[config.mk]
export PLATFORM = sky130hd
export DESIGN_NAME = pwm_color_decoder
export DESIGN_NICKNAME = d
export VERILOG_FILES = /design/src/rtl/pwm_color_decoder_pkg.sv /design/src/rtl/pwm_duty_counter.sv /design/src/rtl/pwm_color_decoder.sv
export SDC_FILE = /design/constraint.sdc
export NUM_CORES = 1
export LEC_CHECK = 0
export ABC_AREA = 1
export CAP_MARGIN = 20
export CORE_MARGIN = 1.5
export CORE_UTILIZATION = 30
export DETAILED_ROUTE_END_ITERATION = 8
export GPL_ROUTABILITY_DRIVEN = 0
export PLACE_DENSITY = 0.6
export SLEW_MARGIN = 20
export SYNTH_ARGS = -nofsm -noshare
export SYNTH_HDL_FRONTEND = slang
export SYNTH_SLANG_ARGS = --single-unit
[constraint.sdc]
create_clock -name clk_i -period 2.4 [get_ports clk_i]
set_input_delay 0.24 -clock clk_i [delete_from_list [all_inputs] [get_ports clk_i]]
set_output_delay 0.24 -clock clk_i [all_outputs]
set_load 0.05 [all_outputs]
[src/rtl/pwm_color_decoder_pkg.sv]
// Shared definitions for the PWM colour decoder: channel positions,
// FSM encoding and default channel width.
package pwm_color_decoder_pkg;

  // Default channel width; the PWM period is 2**CW cycles.
  localparam int CW_DEFAULT = 8;

  // Bit positions of each colour channel on the PWM bus. The same index
  // selects the channel's CW-bit slice inside the packed colour word.
  localparam int R_IDX  = 2;
  localparam int G_IDX  = 1;
  localparam int B_IDX  = 0;
  localparam int NUM_CH = 3;

  // Decoder FSM: waiting for an opening strobe, or measuring a window.
  typedef enum logic {
    ST_IDLE    = 1'b0,
    ST_MEASURE = 1'b1
  } state_t;

endpackage

[src/rtl/pwm_duty_counter.sv]
// Per-channel high-cycle counter. The duty output already includes the
// current cycle's sample and saturates to the largest CW-bit value, so the
// top level can latch it directly in the closing cycle of a window.
module pwm_duty_counter #(
  parameter int CW = 8
) (
  input  logic          clk,
  input  logic          rst,
  input  logic          clr,
  input  logic          en,
  input  logic          pwm,
  output logic [CW-1:0] duty
);

  // One extra bit so a channel that is high for the whole period is visible
  // as 2**CW before saturation.
  logic [CW:0] cnt;
  logic [CW:0] total;

  assign total = cnt + {{CW{1'b0}}, (en & pwm)};
  assign duty  = total[CW] ? {CW{1'b1}} : total[CW-1:0];

  // Accumulate high samples; clear discards the window just finished.
  always_ff @(posedge clk or posedge rst) begin
    if (rst) begin
      cnt <= '0;
    end else if (clr) begin
      cnt <= '0;
    end else begin
      cnt <= total;
    end
  end

endmodule

[src/rtl/pwm_color_decoder.sv]
// Recovers an RGB colour from a 3-bit PWM stream and its end-of-period
// strobe. Each window runs from the cycle after one strobe up to and
// including the next strobe; a window of exactly 2**CW cycles publishes a
// new colour, anything else raises an error pulse.
module pwm_color_decoder
  import pwm_color_decoder_pkg::*;
#(
  parameter int CW = CW_DEFAULT
) (
  input  logic              clk_i,
  input  logic              rst_i,
  input  logic [2:0]        rgb_pwm_i,
  input  logic              frame_i,
  output logic [3*CW-1:0]   color_o,
  output logic              valid_o,
  output logic              error_o
);

  // len_cnt holds the number of window cycles already completed, so the
  // window is exactly one period long when a strobe arrives while it
  // reads 2**CW-1.
  localparam logic [CW:0] LEN_LAST = {1'b0, {CW{1'b1}}};
  localparam logic [CW:0] LEN_ONE  = {{CW{1'b0}}, 1'b1};

  state_t          state;
  state_t          state_next;
  logic [CW:0]     len_cnt;
  logic [3*CW-1:0] duty_all;

  logic measuring;
  logic overrun;
  logic load_color;
  logic flag_error;
  logic clr_cnt;

  // State register.
  always_ff @(posedge clk_i or posedge rst_i) begin
    if (rst_i) begin
      state <= ST_IDLE;
    end else begin
      state <= state_next;
    end
  end

  // Next state: a strobe opens measurement, a missing strobe drops back.
  always_comb begin
    state_next = state;
    case (state)
      ST_IDLE:    if (frame_i) state_next = ST_MEASURE;
      ST_MEASURE: if (overrun) state_next = ST_IDLE;
      default:    state_next = ST_IDLE;
    endcase
  end

  // FSM outputs: classify the current cycle of the window.
  always_comb begin
    measuring  = (state == ST_MEASURE);
    overrun    = measuring && !frame_i && (len_cnt == LEN_LAST);
    load_color = measuring && frame_i && (len_cnt == LEN_LAST);
    flag_error = (measuring && frame_i && (len_cnt != LEN_LAST)) || overrun;
    // Every strobe restarts the counters: in IDLE it opens a window, in
    // MEASURE it closes one and opens the next with no lost cycles.
    clr_cnt    = !measuring || frame_i || overrun;
  end

  // Window length counter.
  always_ff @(posedge clk_i or posedge rst_i) begin
    if (rst_i) begin
      len_cnt <= '0;
    end else if (clr_cnt) begin
      len_cnt <= '0;
    end else begin
      len_cnt <= len_cnt + LEN_ONE;
    end
  end

  // One duty counter per channel; channel gi lands in colour slice gi, which
  // puts R (bit 2) in the top byte and B (bit 0) in the bottom byte.
  generate
    for (genvar gi = 0; gi < NUM_CH; gi++) begin : g_ch
      pwm_duty_counter #(
        .CW (CW)
      ) u_duty (
        .clk  (clk_i),
        .rst  (rst_i),
        .clr  (clr_cnt),
        .en   (measuring),
        .pwm  (rgb_pwm_i[gi]),
        .duty (duty_all[gi*CW +: CW])
      );
    end
  endgenerate

  // Output registers: colour updates only on a well-formed period.
  always_ff @(posedge clk_i or posedge rst_i) begin
    if (rst_i) begin
      color_o <= '0;
      valid_o <= 1'b0;
      error_o <= 1'b0;
    end else begin
      if (load_color) color_o <= duty_all;
      valid_o <= load_color;
      error_o <= flag_error;
    end
  end

endmodule

### After elaboration in Yosys (flattened, before gate mapping)

Cells that the tools add are included.

* flip-flop bits (word level): 63
* bits of input ports: 6
* logic and storage cells: 38
* output and inout bits: 26

* reductions and logical operators: 10
* equality and inequality tests: 2
* bitwise operators: 4
* mux-type cells: 10
* add/sub/neg operators: 4

Operator list (number)
* $mux W9: 4
* $add A9 B1 Y9: 3
* $mux W8: 3
* $add A9 B1 Y9 const B: 1
* $eq A9 B8 Y1 const B: 1
* $ne A9 B8 Y1 const B: 1
* $logic_and A1 B1 Y1: 5
* $and A1 B1 Y1: 3
* $logic_or A1 B1 Y1: 3
* $logic_not A1 Y1: 2
* $mux W1: 2
* $pmux W1 S2: 1
* $not A1 Y1: 1

### Depth between registers and ports, before layout

* depth after elaboration: 5
* gate-level depth with buffers: 14
* gate-level depth less buffers: 13

### Hierarchy

Synthesis repeated with hierarchy kept, for this count alone.

* cell total of the unflattened synthesis: 384
* area, all modules: 3041.7 µm²

Modules (own cells, without submodules)
* pwm_duty_counter: seq. area each 225.2 µm², area each 524.3 µm², instances 3, cells each 72
* pwm_color_decoder: seq. area each 900.9 µm², area each 1468.9 µm², instances 1, cells each 168

### Worst setup path after synthesis

OpenSTA, ideal clock, no wires.

* path kind: register -> register
* start point: register len_cnt[0]
* end point: register color_o[0]
* setup time: 116 ps
* required time: 2284 ps
* cell stages (with the launch flop): 15
* setup slack: 432 ps
* period minus slack after synthesis: 1968 ps
* path buffers: 1
* arrival: 1852 ps
* path through: dfrtp_1 > ha_1 > nand2_1 > nor2_1 > nand3_1 > nor2_1 > ha_1 > nand2_2 > nor2_8 > inv_4 > buf_8 > nor2_2 > nand2_1 > o21ai_2 > inv_2

* longest elaborated chain between the ends: 2

RTL lines
* start, declared: RTL line pwm_color_decoder.sv:27 `logic [CW:0] len_cnt;`
* start signal, assigned: RTL line pwm_color_decoder.sv:73 `len_cnt <= len_cnt + LEN_ONE;`
* $eq A9 B8 Y1: RTL line pwm_color_decoder.sv:59 `load_color = measuring && frame_i && (len_cnt == LEN_LAST);`
* $logic_and A1 B1 Y1: RTL line pwm_color_decoder.sv:59
* end signal, assigned: RTL line pwm_color_decoder.sv:101 `if (load_color) color_o <= duty_all;`
* end, declared: RTL line pwm_color_decoder.sv:14 `output logic [3*CW-1:0] color_o,`

No other way between the ends.
A chain may end at the register's enable or synchronous reset.

### Worst setup path in the final report

* start point: register len_cnt[0]
* end point: register g_ch[1].u_duty.cnt[4]

* longest elaborated chain between the ends: 4

RTL lines
* $eq A9 B8 Y1: RTL line pwm_color_decoder.sv:58 `overrun = measuring && !frame_i && (len_cnt == LEN_LAST);`
* $logic_and A1 B1 Y1: RTL line pwm_color_decoder.sv:58
* $logic_or A1 B1 Y1: RTL line pwm_color_decoder.sv:63 `clr_cnt = !measuring || frame_i || overrun;`
* $mux W9: RTL line pwm_duty_counter.sv:27 `end else if (clr) begin`
* end signal, assigned: RTL line pwm_duty_counter.sv:30 `cnt <= total;`
* end, declared: RTL line pwm_duty_counter.sv:17 `logic [CW:0] cnt;`

No other way between the ends.

==> results.toml <==
[run_status]
outcome = "finished, final reports clean"

[power]
p_leak_nw = 1.86
ir_drop_mv = 0.368
finalPower_w = 0.00224
power_density_nw_per_um2 = 593

[clocking]
cts_tree = "built"
cts_buffers = 9
cts_hold_buf = 0
cts_root_buf = "clkbuf_8"
h-tree-depth = 3
clk_latency_ns = 0.34
path_clk_slew_ns = 0.07
post_cts_buffers = 0
post_cts_resized = 0
clock_path_buffers = 2
cts.sinks = 63

[timing]
slew_violations = 0
max_slew.worst_pin.slew_ns = 0.548
finalCritPeriodShare_pct = 85.9
hold_viol_final = 0
setup_violations = 0
tns_ns = 0
slew_headroom_pct = 63.4
worst_clock_skew_ns = 0.00609
rsz0062_at_grt = "false"
whs_ns = 0.250
fmax_mhz = 485
min_period_ns = 2.06

[synthesis]
avgSynthCellArea_um2 = 8.17
ys_ff_latch = 63
synthArstFlopShare_pct = 100
seq_area_frac_synth_pct = 51.5
netlist_area_um2 = 3060
synth_nets = 391
synth_edf_count = 0
yosysWarnings = 0
syn_inst = 375
synth_top_flop_cell = "dfrtp_1"
synth.distinct_cells = 28

[global_route]
grt_first_pass_wirelength_mm = 10.3
grt_pass1_vias = 2262
grt_max_degree = 42
antenna_found_initial = 0
grt_usage_pct = 11.8
overflow = 0

[finish]
drive_above_1_share_pct = 11.0
final_cell_mix = "97 x nand2_1, 63 x dfrtp_1, 62 x nor2_1, 46 x inv_1, 31 x clkdlybuf4s50_1"
diodes = 0
final_area_um2 = 3780
syn_to_final_growth_pct = 23.3
final_common_cell = "nand2_1"
nNetsFinal = 431
fillers = 1036

[route]
drc = 0
wl_mm = 5.87
vias = 2359
drt_iter0_markers = 73
vias_per_cell = 4.27
ant_nets = 0
wl_per_cell_um = 10.6
dr.pass1.iters = 4

[worst_hold_path]
hp-class = "in2async"

[critical_path]
critPathMaxFanout = 30
critical_path_class = "reg2reg"
cp_data_arrival_time_ns = 2.26
worstPathRequired_ns = 2.60
start_kind = "flip-flop"
cp-end-kind = "flip-flop"

[die]
num_rows = 36
die_h_um = 104
core_area_um2 = 9820
ios = 32
die_w_um = 104
start_util_pct = 31.2
fp.dieArea_um2 = 10800

[placed_design]
place_hpwl_mm = 4.09
post_dp_cell_area_um2 = 3540
port_buffers = 31

[run]
maxCapViolations = 0
## layer usage
layer  track usage, %  up-vias  wire length, µm
li1                 -     1234                -
met1             14.7     1081             2830
met2             19.3       37             2700
met3             4.01        7              274
met4             3.57        0               66
met5                0        -                0
## power by group
| group | total [W] | switching, W | internal, W | leakage, nW |
|---|---|---|---|---|
| combinational | 0.0000971 | 0.0000626 | 0.0000345 | 0.887 |
| clock | 0.00106 | 0.000416 | 0.000639 | 0.112 |
| sequential | 0.00109 | 0.0000101 | 0.00108 | 0.866 |
## kinds of logic (layout without fill, tap and decap cells)
family                   count (synthesis)  after routing  share of synthesized area, %
adder cells (fa/ha/maj)                 10             10                          4.08
XOR/XNOR                                 3              3                         0.858
buffers and inverters                   59            104                          8.41
flip-flops                              63             63                          51.5
AO/OA/AOI/OAI                           37             37                          6.94
AND/OR/NAND/NOR                        203            203                          28.2
## registers in the layout, indices dropped and copies added (netlist names)
name             cells
g_ch.u_duty.cnt     27
color_o             24
len_cnt              9
error_o              1
measuring            1
valid_o              1
## final cells by class
cell class / instances / area [µm²] / share of cell area (%)
clock buffer: 11 / 151 / 4.01
clock inverter: 5 / 80.1 / 2.12
inverter: 52 / 198 / 5.24
multi-input combinational: 253 / 1230 / 32.6
sequential: 63 / 1580 / 41.7
tap: 133 / 166 / 4.41
timing repair buffer: 36 / 373 / 9.87
## final timing paths
kind,slack (ns),startpoint,end,cells past startpoint
setup reg to reg,0.34,len_cnt[0],g_ch[1].u_duty.cnt[4],10
hold / removal,0.25,rst_i,color_o[1],2
max in group asynchronous,1.55,rst_i,g_ch[1].u_duty.cnt[7],3
min in group clk_i,0.48,len_cnt[0],len_cnt[0],1
setup / recovery,0.34,len_cnt[0],g_ch[1].u_duty.cnt[4],10
hold reg to reg,0.48,len_cnt[0],len_cnt[0],1
## Yosys cell counts (3+ instances only)
| cell type | count | share of area, % |
|---|---|---|
| nand2_1 | 97 | 12 |
| nand3_1 | 25 | 4.1 |
| ha_1 | 10 | 4.1 |
| o21a_1 | 4 | 0.98 |
| nor2_1 | 63 | 7.7 |
| o21bai_1 | 3 | 0.74 |
| inv_2 | 4 | 0.49 |
| or2_2 | 9 | 1.8 |
| inv_1 | 47 | 5.8 |
| dfrtp_1 | 63 | 51 |
| a21oi_1 | 13 | 2.1 |
| buf_2 | 3 | 0.49 |
| o21ai_0 | 13 | 2.1 |
## critical path: stages, from the launching register on
cell	delay [ns]
dfrtp_1	0.38
ha_1	0.19
nand2_1	0.09
nor2_2	0.15
nand3_1	0.10
nor2_1	0.10
ha_1	0.19
buf_4	0.14
nor3_4	0.04
inv_2	0.41
a21oi_1	0.10
## per-stage QoR
stage / setup slack, ns / instances / util (%)
6_report: 0.337 / 553 / 38.5
5_1_grt: 0.0400 / 553 / 38.5
4_1_cts: 0.261 / 553 / 38.4
3_5_place_dp: 0.265 / 537 / 36.1
3_3_place_gp: 0.301 / 537 / 36.1
2_1_floorplan: 0.432 / 375 / -
(Power assumes the default switching activity.)
